--- config.mk ---
export PLATFORM = sky130hd
export DESIGN_NAME = merge_rr_flat
export DESIGN_NICKNAME = d
export VERILOG_FILES = /design/src/rtl/merge_rr_if.sv /design/src/rtl/merge_rr.sv /design/src/flat_wrapper.sv
export SDC_FILE = /design/constraint.sdc
export NUM_CORES = 1
export LEC_CHECK = 0
export ABC_CLOCK_PERIOD_IN_PS = 1400
export CAP_MARGIN = 5
export CORE_MARGIN = 10
export CORE_UTILIZATION = 16
export CTS_CLUSTER_DIAMETER = 100
export DETAILED_ROUTE_END_ITERATION = 6
export PLACE_DENSITY = 0.87
export SLEW_MARGIN = 20
export SYNTH_ARGS = -nofsm -noshare
export SYNTH_HDL_FRONTEND = slang
export SYNTH_SLANG_ARGS = --single-unit
--- constraint.sdc ---
create_clock -name clk -period 1.4 [get_ports clk]
set_input_delay 0.42 -clock clk [delete_from_list [all_inputs] [get_ports clk]]
set_output_delay 0.42 -clock clk [all_outputs]
set_load 0.01 [all_outputs]
--- src/rtl/merge_rr_if.sv ---
// Native-bus bundle around merge_rr: N packed master ports plus one slave port.
// The slave modport is the merger's view; master is the surrounding agents' view.
interface merge_rr_if #(
    parameter int N_MASTERS = 2,
    parameter int ADDR_W    = 32,
    parameter int DATA_W    = 32
);
    logic [N_MASTERS-1:0]          m_valid;
    logic [N_MASTERS*ADDR_W-1:0]   m_addr;
    logic [N_MASTERS*DATA_W-1:0]   m_wdata;
    logic [N_MASTERS*DATA_W/8-1:0] m_wstrb;
    logic [DATA_W-1:0]             m_rdata;
    logic [N_MASTERS-1:0]          m_ready;
    logic                          s_valid;
    logic [ADDR_W-1:0]             s_addr;
    logic [DATA_W-1:0]             s_wdata;
    logic [DATA_W/8-1:0]           s_wstrb;
    logic [DATA_W-1:0]             s_rdata;
    logic                          s_ready;
    logic [N_MASTERS-1:0]          gnt;

    modport slave (
        input  m_valid, m_addr, m_wdata, m_wstrb, s_rdata, s_ready,
        output m_rdata, m_ready, s_valid, s_addr, s_wdata, s_wstrb, gnt
    );

    modport master (
        output m_valid, m_addr, m_wdata, m_wstrb, s_rdata, s_ready,
        input  m_rdata, m_ready, s_valid, s_addr, s_wdata, s_wstrb, gnt
    );
endinterface

--- src/rtl/merge_rr.sv ---
// Round-robin merger of N native-bus masters onto one memory slave.
// One IDLE bubble between grants; completion is passed through combinationally.
module merge_rr #(
    parameter int N_MASTERS = 2,
    parameter int ADDR_W    = 32,
    parameter int DATA_W    = 32
) (
    input logic       clk,
    input logic       rst,
    merge_rr_if.slave bus
);
    localparam int SW = DATA_W / 8;
    localparam int IW = $clog2(N_MASTERS);

    typedef enum logic {IDLE, BUSY} state_t;

    state_t        state;
    state_t        state_nx;
    logic [IW-1:0] grant;
    logic [IW-1:0] grant_nx;
    logic [IW-1:0] last;
    logic [IW-1:0] last_nx;
    logic [IW-1:0] pick;
    logic [IW-1:0] idx;
    logic          pick_ok;
    logic          busy;

    // First requester searching upward from last+1; lowest offset wins.
    always_comb begin
        pick    = last;
        pick_ok = 1'b0;
        idx     = '0;
        for (int k = N_MASTERS; k >= 1; k--) begin
            idx = IW'((int'(last) + k) % N_MASTERS);
            if (bus.m_valid[idx]) begin
                pick    = idx;
                pick_ok = 1'b1;
            end
        end
    end

    // State, grant and round-robin pointer registers.
    always_ff @(posedge clk) begin
        if (rst) begin
            state <= IDLE;
            grant <= '0;
            last  <= IW'(N_MASTERS - 1);
        end else begin
            state <= state_nx;
            grant <= grant_nx;
            last  <= last_nx;
        end
    end

    // Next state: arbitrate in IDLE, finish on ready or abandoned request.
    always_comb begin
        state_nx = state;
        grant_nx = grant;
        last_nx  = last;
        case (state)
            IDLE: begin
                if (pick_ok) begin
                    state_nx = BUSY;
                    grant_nx = pick;
                end
            end
            BUSY: begin
                if (bus.s_ready) begin
                    state_nx = IDLE;
                    last_nx  = grant;
                end else if (!bus.m_valid[grant]) begin
                    state_nx = IDLE;
                end
            end
            default: state_nx = IDLE;
        endcase
    end

    // Outputs: route the granted master to the slave, reply to it alone.
    always_comb begin
        busy         = (state == BUSY);
        bus.s_valid  = busy & bus.m_valid[grant];
        bus.s_addr   = bus.m_addr[int'(grant)*ADDR_W +: ADDR_W];
        bus.s_wdata  = bus.m_wdata[int'(grant)*DATA_W +: DATA_W];
        bus.s_wstrb  = bus.m_wstrb[int'(grant)*SW +: SW];
        bus.m_rdata  = bus.s_rdata;
        bus.gnt      = '0;
        bus.m_ready  = '0;
        if (busy) begin
            bus.gnt[grant] = 1'b1;
            if (bus.s_ready && !rst) begin
                bus.m_ready[grant] = 1'b1;
            end
        end
    end
endmodule
--- src/flat_wrapper.sv ---
// flat-port wrapper written by rule: the top's interface ports become plain ports
module merge_rr_flat 
#(
    parameter int N_MASTERS = 2,
    parameter int ADDR_W    = 32,
    parameter int DATA_W    = 32
)
  (clk, rst, bus_m_valid, bus_m_addr, bus_m_wdata, bus_m_wstrb, bus_s_rdata, bus_s_ready, bus_m_rdata, bus_m_ready, bus_s_valid, bus_s_addr, bus_s_wdata, bus_s_wstrb, bus_gnt);
  merge_rr_if #(.N_MASTERS(N_MASTERS), .ADDR_W(ADDR_W), .DATA_W(DATA_W)) bus_i ();
  input logic clk;
  input logic rst;
  input wire logic [$bits(bus_i.m_valid)-1:0] bus_m_valid;
  input wire logic [$bits(bus_i.m_addr)-1:0] bus_m_addr;
  input wire logic [$bits(bus_i.m_wdata)-1:0] bus_m_wdata;
  input wire logic [$bits(bus_i.m_wstrb)-1:0] bus_m_wstrb;
  input wire logic [$bits(bus_i.s_rdata)-1:0] bus_s_rdata;
  input wire logic [$bits(bus_i.s_ready)-1:0] bus_s_ready;
  output wire logic [$bits(bus_i.m_rdata)-1:0] bus_m_rdata;
  output wire logic [$bits(bus_i.m_ready)-1:0] bus_m_ready;
  output wire logic [$bits(bus_i.s_valid)-1:0] bus_s_valid;
  output wire logic [$bits(bus_i.s_addr)-1:0] bus_s_addr;
  output wire logic [$bits(bus_i.s_wdata)-1:0] bus_s_wdata;
  output wire logic [$bits(bus_i.s_wstrb)-1:0] bus_s_wstrb;
  output wire logic [$bits(bus_i.gnt)-1:0] bus_gnt;
  assign bus_i.m_valid = bus_m_valid;
  assign bus_i.m_addr = bus_m_addr;
  assign bus_i.m_wdata = bus_m_wdata;
  assign bus_i.m_wstrb = bus_m_wstrb;
  assign bus_i.s_rdata = bus_s_rdata;
  assign bus_i.s_ready = bus_s_ready;
  assign bus_m_rdata = bus_i.m_rdata;
  assign bus_m_ready = bus_i.m_ready;
  assign bus_s_valid = bus_i.s_valid;
  assign bus_s_addr = bus_i.s_addr;
  assign bus_s_wdata = bus_i.s_wdata;
  assign bus_s_wstrb = bus_i.s_wstrb;
  assign bus_gnt = bus_i.gnt;
  merge_rr #(.N_MASTERS(N_MASTERS), .ADDR_W(ADDR_W), .DATA_W(DATA_W)) u_core (.clk(clk), .rst(rst), .bus(bus_i));
endmodule
# After elaboration in Yosys (flattened, before gate mapping)
# Index checks and enable logic that the tools add are counted.
# Widths: inputs -> output; s select.
[classes]
addsub = 2
reduce_logical = 5
n_shift = 3
magnitude_cmp = 4
n_bitwise = 2
muxes = 19
[ops]
columns = ["cell", "count"]
rows = [
  ["$shiftx 64x7->32", 2],
  ["$mux 1", 14],
  ["$shiftx 8x4->4", 1],
  ["$lt 1x2->1 const B", 3],
  ["$mux 2", 3],
  ["$reduce_and 2->1", 2],
  ["$add 1x1->1 const B", 2],
  ["$logic_and 1x1->1", 2],
  ["$pmux 1 s2", 1],
  ["$and 1x1->1", 1],
  ["$demux 1 s1", 1],
  ["$ge 1x1->1 const B", 1],
  ["$logic_not 1->1", 1],
  ["$not 1->1", 1],
]
[word_totals]
output_inout_bits = 105
input_bits = 173
register_bits = 3
elab_cells = 38

# Depth between registers and ports, before layout
# Gate-level depths: netlist (run 1).
[logic_depth]
depth_word = 7
depth_mapped = 4
ltp_nobuf = 3

# Worst setup path after synthesis (run 1)
# Ideal clock, no wire load.
[synth_path]
path_type = "flip-flop to output port"
from = "reg u_core.grant"
to = "out bus_s_addr[0]"
path_stages_with_launch = 4
path_buffers = 2
required_ns = 0.980
setup_slack_ns = -0.022
t_arrival_ns = 1.002
path_cell_list = "dfxtp_1 buf_4 buf_4 mux2_2"
[synth_between]
elab_chain_cells = 1
[synth_rtl]
columns = ["item", "line", "text"]
rows = [
  ["from (decl)", "merge_rr.sv:19", "logic [IW-1:0] grant;"],
  ["from (signal assigned)", "merge_rr.sv:50", "grant <= grant_nx;"],
  ["$shiftx 64x7->32", "merge_rr.sv:83", "bus.s_addr = bus.m_addr[int'(grant)*ADDR_W +: ADDR_W];"],
  ["to (decl)", "flat_wrapper.sv:21", "output wire logic [$bits(bus_i.s_addr)-1:0] bus_s_addr;"],
]
# Every way passes these cells.

# Worst setup path in the final report (run 1)
[layout_path]
from = "reg u_core.grant"
to = "out bus_s_wdata[23]"
[layout_between]
elab_chain_cells = 1
[layout_rtl]
columns = ["item", "line", "text"]
rows = [
  ["$shiftx 64x7->32", "merge_rr.sv:84", "bus.s_wdata = bus.m_wdata[int'(grant)*DATA_W +: DATA_W];"],
  ["to (decl)", "flat_wrapper.sv:22", "output wire logic [$bits(bus_i.s_wdata)-1:0] bus_s_wdata;"],
]
# Every way passes these cells.

==> run summary, run 1 <==
max_slew headroom: 0.895
Max FO, Critical Path: 7
WP data required: 0.98 ns
crit path launch type: flip-flop
critical path arrival: 1.31 ns
critical-path cell list: buf_6 -> buf_16 -> mux2_4 -> buf_6
Hold Crit Start: u_core.last$_SDFFE_PP1P_
Slew @ Worst Pin: 0.156 ns
Synth Cell Area: 1220 um^2
worst-skew pair later-pin latency: 0.22 ns
pwr/cell area: 483 nW/um^2
initial core utilization: 0.167
GRT Resource Usage Total: 0.158
placed wire-length estimate: 7270 um
top cells by area, synth: mux2_2 63%, buf_4 23%, dfxtp_1 4.9%
H-tree level count: 1
full die area: 11500 um^2
Worst Hold Margin: 0.477 ns
worst hold stages: 1
flop2flop setup slack: 0.01 ns
static leakage: 1.77 nW
Synth top area share: 0.626
fin area: 3970 um^2
status: finished, violations left
most frequent CP cell: buf_6
final WL: 9720 um
layout cells sized above 1: 0.535
Root Buffer: clkbuf_8
RSZ-0062 raised after global routing: yes
Final Cycle Share: 1.24
delay-heaviest family, CP: buffers and inverters
Yosys top cell by area: mux2_2
# IOs: 278
setup violators final: 73
WP buf/inv: 3
DP Area: 3300 um^2
Clock Pin Slew Worst Setup and Hold Paths: 0.03 ns
R2R cell count: 7
Worst setup EP type: output pin
Slew Viols, Final: 0
Final Hold Fails: 0
Buffers on Ports: 213
Die Wd: 107 um
largest net degree at the start of global routing: 9
DR WL/cell: 22.5 um
vias in the first global route: 2252
CORE AREA: 7330 um^2
Reg2Reg Capture Point: u_core.busy$_SDFF_PP0_
vias: 1808
Filler Cells Inserted: 608
Crit Path Category: reg -> out
area growth from synthesis to layout: 225%
Post-route DRC: 0
Cell Rows: 31
Slowest cell on crit path: dfxtp_4
initial antenna violation count: 1
first-pass GRT wire length: 14100 um
Antenna Nets Post-Route: 0
Reg area: 63.8 um^2
Seq/Total Area, Yosys: 0.0491
Avg Inst Size Synth: 9.55 um^2
Synth cell types: 18
CTS tree: done
synth warn: 0
Placement Setup Slack: -0.760 ns
die height: 107 um
RR Startpoint: u_core.grant$_SDFFE_PP0P_
setup ws final: -0.333 ns
Final Skew: 0.000903 ns
HP Class: reg -> reg
post-synthesis register bit count: 3
RePlAce Congestion: 0.838
area of the multi-input gates: 1150 um^2
fin util: 0.542
Mapped Cells: 128
total iterations of the first detailed-routing run: 4
final worst path period need: 1.73 ns
CTS buffer count: 3
DR iter-0 viols: 29
clk sinks: 3
f_max: 577 MHz
peak supply drop: 0.214 mV
# Max-Cap Violations: 0
vias per cell: 4.19
Endpoint, Worst Hold: u_core.last$_SDFFE_PP1P_
Clock Path Buffers: 2
Syn Nets: 301
Nets: 505
Power, Total: 0.00192 W
overflow left after global routing: 0
failing checks: negative setup slack
max incr delay on CP: 0.37 ns
[what timing repair did]
action,in CTS,in global routing
resized for setup,455,9
gates cloned,7,0
pin swaps,1,0
endpoints found under the setup margin,73,75
buffers inserted,10,1
hold buffers,0,0
[report_power, final]
part           switching, W  internal [W]  leakage, nW
logic              0.000483       0.00107         1.72
registers        0.00000904     0.0000928       0.0256
clock network     0.0000646      0.000195       0.0228
total              0.000557       0.00136         1.77
[registers in the layout, indices dropped and copies added (netlist names)]
name / count
u_core.busy: 1
u_core.grant: 1
u_core.last: 1
[synthesized netlist by cell type]
master and number:
inv_1 1, mux2_2 68, buf_2 2, buf_4 38
a21oi_1 1, nand3b_1 1, o21ai_0 1, nand2_1 2
nor2b_1 2, dfxtp_1 3, and3_1 1, and2_1 1
a211o_1 1, nor3b_1 1, nor2_1 2, o22a_1 1
mux2i_1 1, nor3_1 1
[worst max-delay path by stage]
stage,start,to,slack (ns),cells after the start
after floorplan,u_core.grant$_SDFFE_PP0P_,bus_s_addr[0],-0.02,3
after global placement,bus_s_ready,bus_m_ready[1],-0.75,4
after detailed placement,bus_s_ready,bus_m_ready[1],-0.76,4
after CTS,u_core.grant$_SDFFE_PP0P_,bus_s_wdata[1],-0.42,5
after global routing,u_core.grant$_SDFFE_PP0P_,bus_s_wdata[20],-0.36,4
final,u_core.grant$_SDFFE_PP0P_,bus_s_wdata[23],-0.33,4
[per-stage QoR]
step | cells | setup TNS, ns
2_1_floorplan | 128 | -0.902
3_3_place_gp | 411 | -43.02
3_5_place_dp | 411 | -43.76
4_1_cts | 432 | -24.91
5_1_grt | 431 | -24.36
6_report | 431 | -22.28
[cells in the final DEF (no fill, tap or decap)]
master           count
clkdlybuf4s50_1    137
buf_6               76
mux2_4              68
buf_4               10
buf_12               6
buf_16               4
clkbuf_8             3
buf_2                3
nor2_1               2
dlygate4sd2_1        2
dfxtp_1              2
diode_2              1
nor2b_4              1
nand2_2              1
nor3_2               1
mux2i_4              1
nor2b_1              1
and2_4               1
nor3b_2              1
nand2_1              1
nand3b_1             1
inv_1                1
o21ai_0              1
a21oi_1              1
and3_1               1
a211o_1              1
o22a_1               1
clkbuf_1             1
dlymetal6s2s_1       1
dfxtp_4              1
[kinds of logic after synthesis]
family                 count (synthesis)  share of synthesized area
and+or+nand+nor                       11                     0.0491
buffers and inverters                 41                      0.245
AOI/OAI and AO/OA                      4                     0.0225
muxes                                 69                      0.635
DFF                                    3                     0.0491
[routing by layer]
layer	routed length (um)	vias to the layer above	track usage
met5	0	-	0
met4	119	0	0.0391
met3	989	18	0.0623
met2	5280	119	0.305
met1	3330	840	0.153
li1	-	831	-
[area by class of cell]
cell class / count / share of cell area
repair buffers: 239 / 0.649
diodes: 1 / 0.000630
clock buffers: 4 / 0.0113
well taps: 99 / 0.0312
inverters: 1 / 0.000945
multi-input cells: 84 / 0.291
flip-flops and latches: 3 / 0.0161
Note: power is estimated with default switching activity, not from simulation.
==> run 2, diff against run 1 <==
GPL_TIMING_DRIVEN = 0   (was not set)
==> run summary, run 2 (synthesis gave the netlist of run 1 again) <==
Final Cycle Share: 1.31 (+0.0719)
RR Startpoint: u_core.grant$_SDFFE_PP0P_
commonest cells after routing, fill and taps aside: 134 x clkdlybuf4s50_1, 80 x buf_6, 57 x mux2_4, 38 x buf_4, 38 x dlygate4sd2_1
setup violators final: 73 (unchanged)
vias: 2087 (+15%)
vias per cell: 4.19 (about the same)
final WL: 11200 um (+15%)
Slew @ Worst Pin: 0.249 ns (+0.0924 ns)
critical-path cell list: buf_12 -> buf_8 -> buf_4 -> mux2_4 -> buf_6
final worst path period need: 1.83 ns (+0.101 ns)
pwr/cell area: 455 nW/um^2 (-5.6%)
first-pass GRT wire length: 14500 um (+3.0%)
Slowest cell on crit path: dfxtp_4
WP data required: 0.98 ns (about the same)
Placement Setup Slack: -0.827 ns (-0.0679 ns)
Post-route DRC: 0 (unchanged)
crit path launch type: flip-flop
area growth from synthesis to layout: 264%
Nets: 573 (+13%)
RePlAce Congestion: 0.798 (-4.7%)
Die Wd: 107 um (unchanged)
area of the multi-input gates: 1090 um^2 (-5.3%)
max_slew headroom: 0.834 (-0.0607)
flop2flop setup slack: 0.08 ns (+0.07 ns)
f_max: 545 MHz (-5.5%)
peak supply drop: 0.322 mV (+50%)
GRT Resource Usage Total: 0.162 (+0.00346)
Sw Ratio: 0.292 (+0.00173)
Top Layer Used: met4
layout cells sized above 1: 0.529 (-0.00592)
static leakage: 2.07 nW (+17%)
Cell Rows: 31 (unchanged)
HP Class: reg -> reg
Clock Path Buffers: 2 (unchanged)
setup ws final: -0.433 ns (-0.101 ns)
CORE AREA: 7330 um^2 (unchanged)
Final Skew: 0.000103 ns (-0.000800 ns)
Max FO, Critical Path: 8 (+1)
vias in the first global route: 2414 (+7.2%)
worst-skew pair later-pin latency: 0.21 ns (about the same)
clk sinks: 3 (unchanged)
delay-heaviest family, CP: buffers and inverters
status: finished, violations left
initial core utilization: 0.167 (unchanged)
Reg2Reg Capture Point: u_core.busy$_SDFF_PP0_
Crit Path Category: reg -> out
DR WL/cell: 22.4 um (-0.61%)
max incr delay on CP: 0.35 ns (-0.02 ns)
Sw Pwr: 0.000593 W (+6.4%)
hold_buf cts: 0 (unchanged)
critical path arrival: 1.41 ns (+0.10 ns)
DR iter-0 viols: 44 (+52%)
largest net degree at the start of global routing: 11 (+2)
Slew Viols, Final: 0 (unchanged)
initial antenna violation count: 0 (-1)
H-tree level count: 1 (unchanged)
Combinational Power Share: 0.827 (+0.016)
fin util: 0.607 (+0.0654)
total iterations of the first detailed-routing run: 4 (unchanged)
diode count: 0 (-1)
placed wire-length estimate: 8820 um (+21%)
failing checks: negative setup slack
Clock Pin Slew Worst Setup and Hold Paths: 0.03 ns (about the same)
sequential power share: 0.051 (-0.002)
full die area: 11500 um^2 (unchanged)
CTS tree: done
Root Buffer: clkbuf_8
Hold Crit Start: u_core.last$_SDFFE_PP1P_
clock network power share: 0.123 (-0.012)
# Max-Cap Violations: 0 (unchanged)
Power Internal: 0.00143 W (+5.5%)
met2 WL: 6090 um (+15%)
CTS buffer count: 3 (unchanged)
worst hold stages: 1 (unchanged)
Endpoint, Worst Hold: u_core.last$_SDFFE_PP1P_
Filler Cells Inserted: 607 (-0.16%)
Buffers on Ports: 245 (+15%)
WP buf/inv: 4 (+1)
commonest non-fill, non-tap cell in the layout: clkdlybuf4s50_1
Antenna Nets Post-Route: 0 (unchanged)
RSZ-0062 raised after global routing: yes
wl on met1: 3480 um (+4.4%)
# IOs: 278 (unchanged)
die height: 107 um (unchanged)
Final Hold Fails: 0 (unchanged)
Worst setup EP type: output pin
R2R cell count: 7 (unchanged)
overflow left after global routing: 0 (unchanged)
Reg area: 63.8 um^2 (unchanged)
met3 WL: 1410 um (+42%)
## run 2: cell count changes in the layout (fill, tap and decap cells not counted), sizes merged
| cell | delta |
|---|---|
| dlygate4sd2 | +36 |
| buf | +32 |
| clkbuf | +4 |
| clkdlybuf4s50 | -3 |
| diode | -1 |
| dlymetal6s2s | -1 |
## run 2: layout make-up
| class | count | area share |
|---|---|---|
| plain buffers | 40 | 0.0855 |
| clock buffers | 4 | 0.0101 |
| inverters | 1 | 0.000844 |
| multi-input cells | 84 | 0.246 |
| flip-flops and latches | 3 | 0.0143 |
| well taps | 99 | 0.0278 |
| repair buffers | 267 | 0.616 |
## run 2: power by group through the flow
| stage | clock network [W] | logic, W | registers [W] |
|---|---|---|---|
| after floorplan | 0 | 0.000478 | 0.0000987 |
| after global placement | 0 | 0.00137 | 0.000101 |
| after detailed placement | 0 | 0.00138 | 0.000102 |
| after CTS | 0.000260 | 0.00145 | 0.000102 |
| after global routing | 0.000278 | 0.00177 | 0.000104 |
| final | 0.000249 | 0.00168 | 0.000102 |
## run 2: how the worst max path moves through the flow
stage | slack, ns | to | cells past startpoint | start
CTS | -0.46 | bus_s_wdata[0] | 4 | u_core.grant$_SDFFE_PP0P_
finish | -0.43 | bus_s_addr[9] | 5 | u_core.grant$_SDFFE_PP0P_
global route | -0.48 | bus_s_addr[9] | 5 | u_core.grant$_SDFFE_PP0P_
detailed placement | -0.83 | bus_m_ready[1] | 4 | bus_s_ready
floorplan | -0.02 | bus_s_addr[0] | 3 | u_core.grant$_SDFFE_PP0P_
global placement | -0.82 | bus_m_ready[1] | 4 | bus_s_ready
## run 2: per-stage QoR
stage	area, um^2	total power (W)	TNS [ns]	hold slack, ns	cells
after floorplan	1220	0.000577	-0.902	0.435	128
after detailed placement	3800	0.00148	-47.86	0.466	472
after global placement	3800	0.00147	-48.24	0.448	472
after CTS	4020	0.00181	-26.73	0.473	494
after global routing	4450	0.00215	-28.39	0.498	498
final	4450	0.00203	-24.61	0.472	498
## run 2: layer usage
metal	track usage	vias up
met3	0.0958	14
met1	0.137	952
met2	0.315	156
met5	0	-
met4	0.0353	0
li1	-	965
## run 2: timing repair
action                                 4_1_cts  5_1_grt
resized for setup                          411      100
pin swaps                                    1        0
setup buffers                               16        2
endpoints found under the hold margin        0        0
setup endpoints to repair                  105       73
cloned                                       2        3
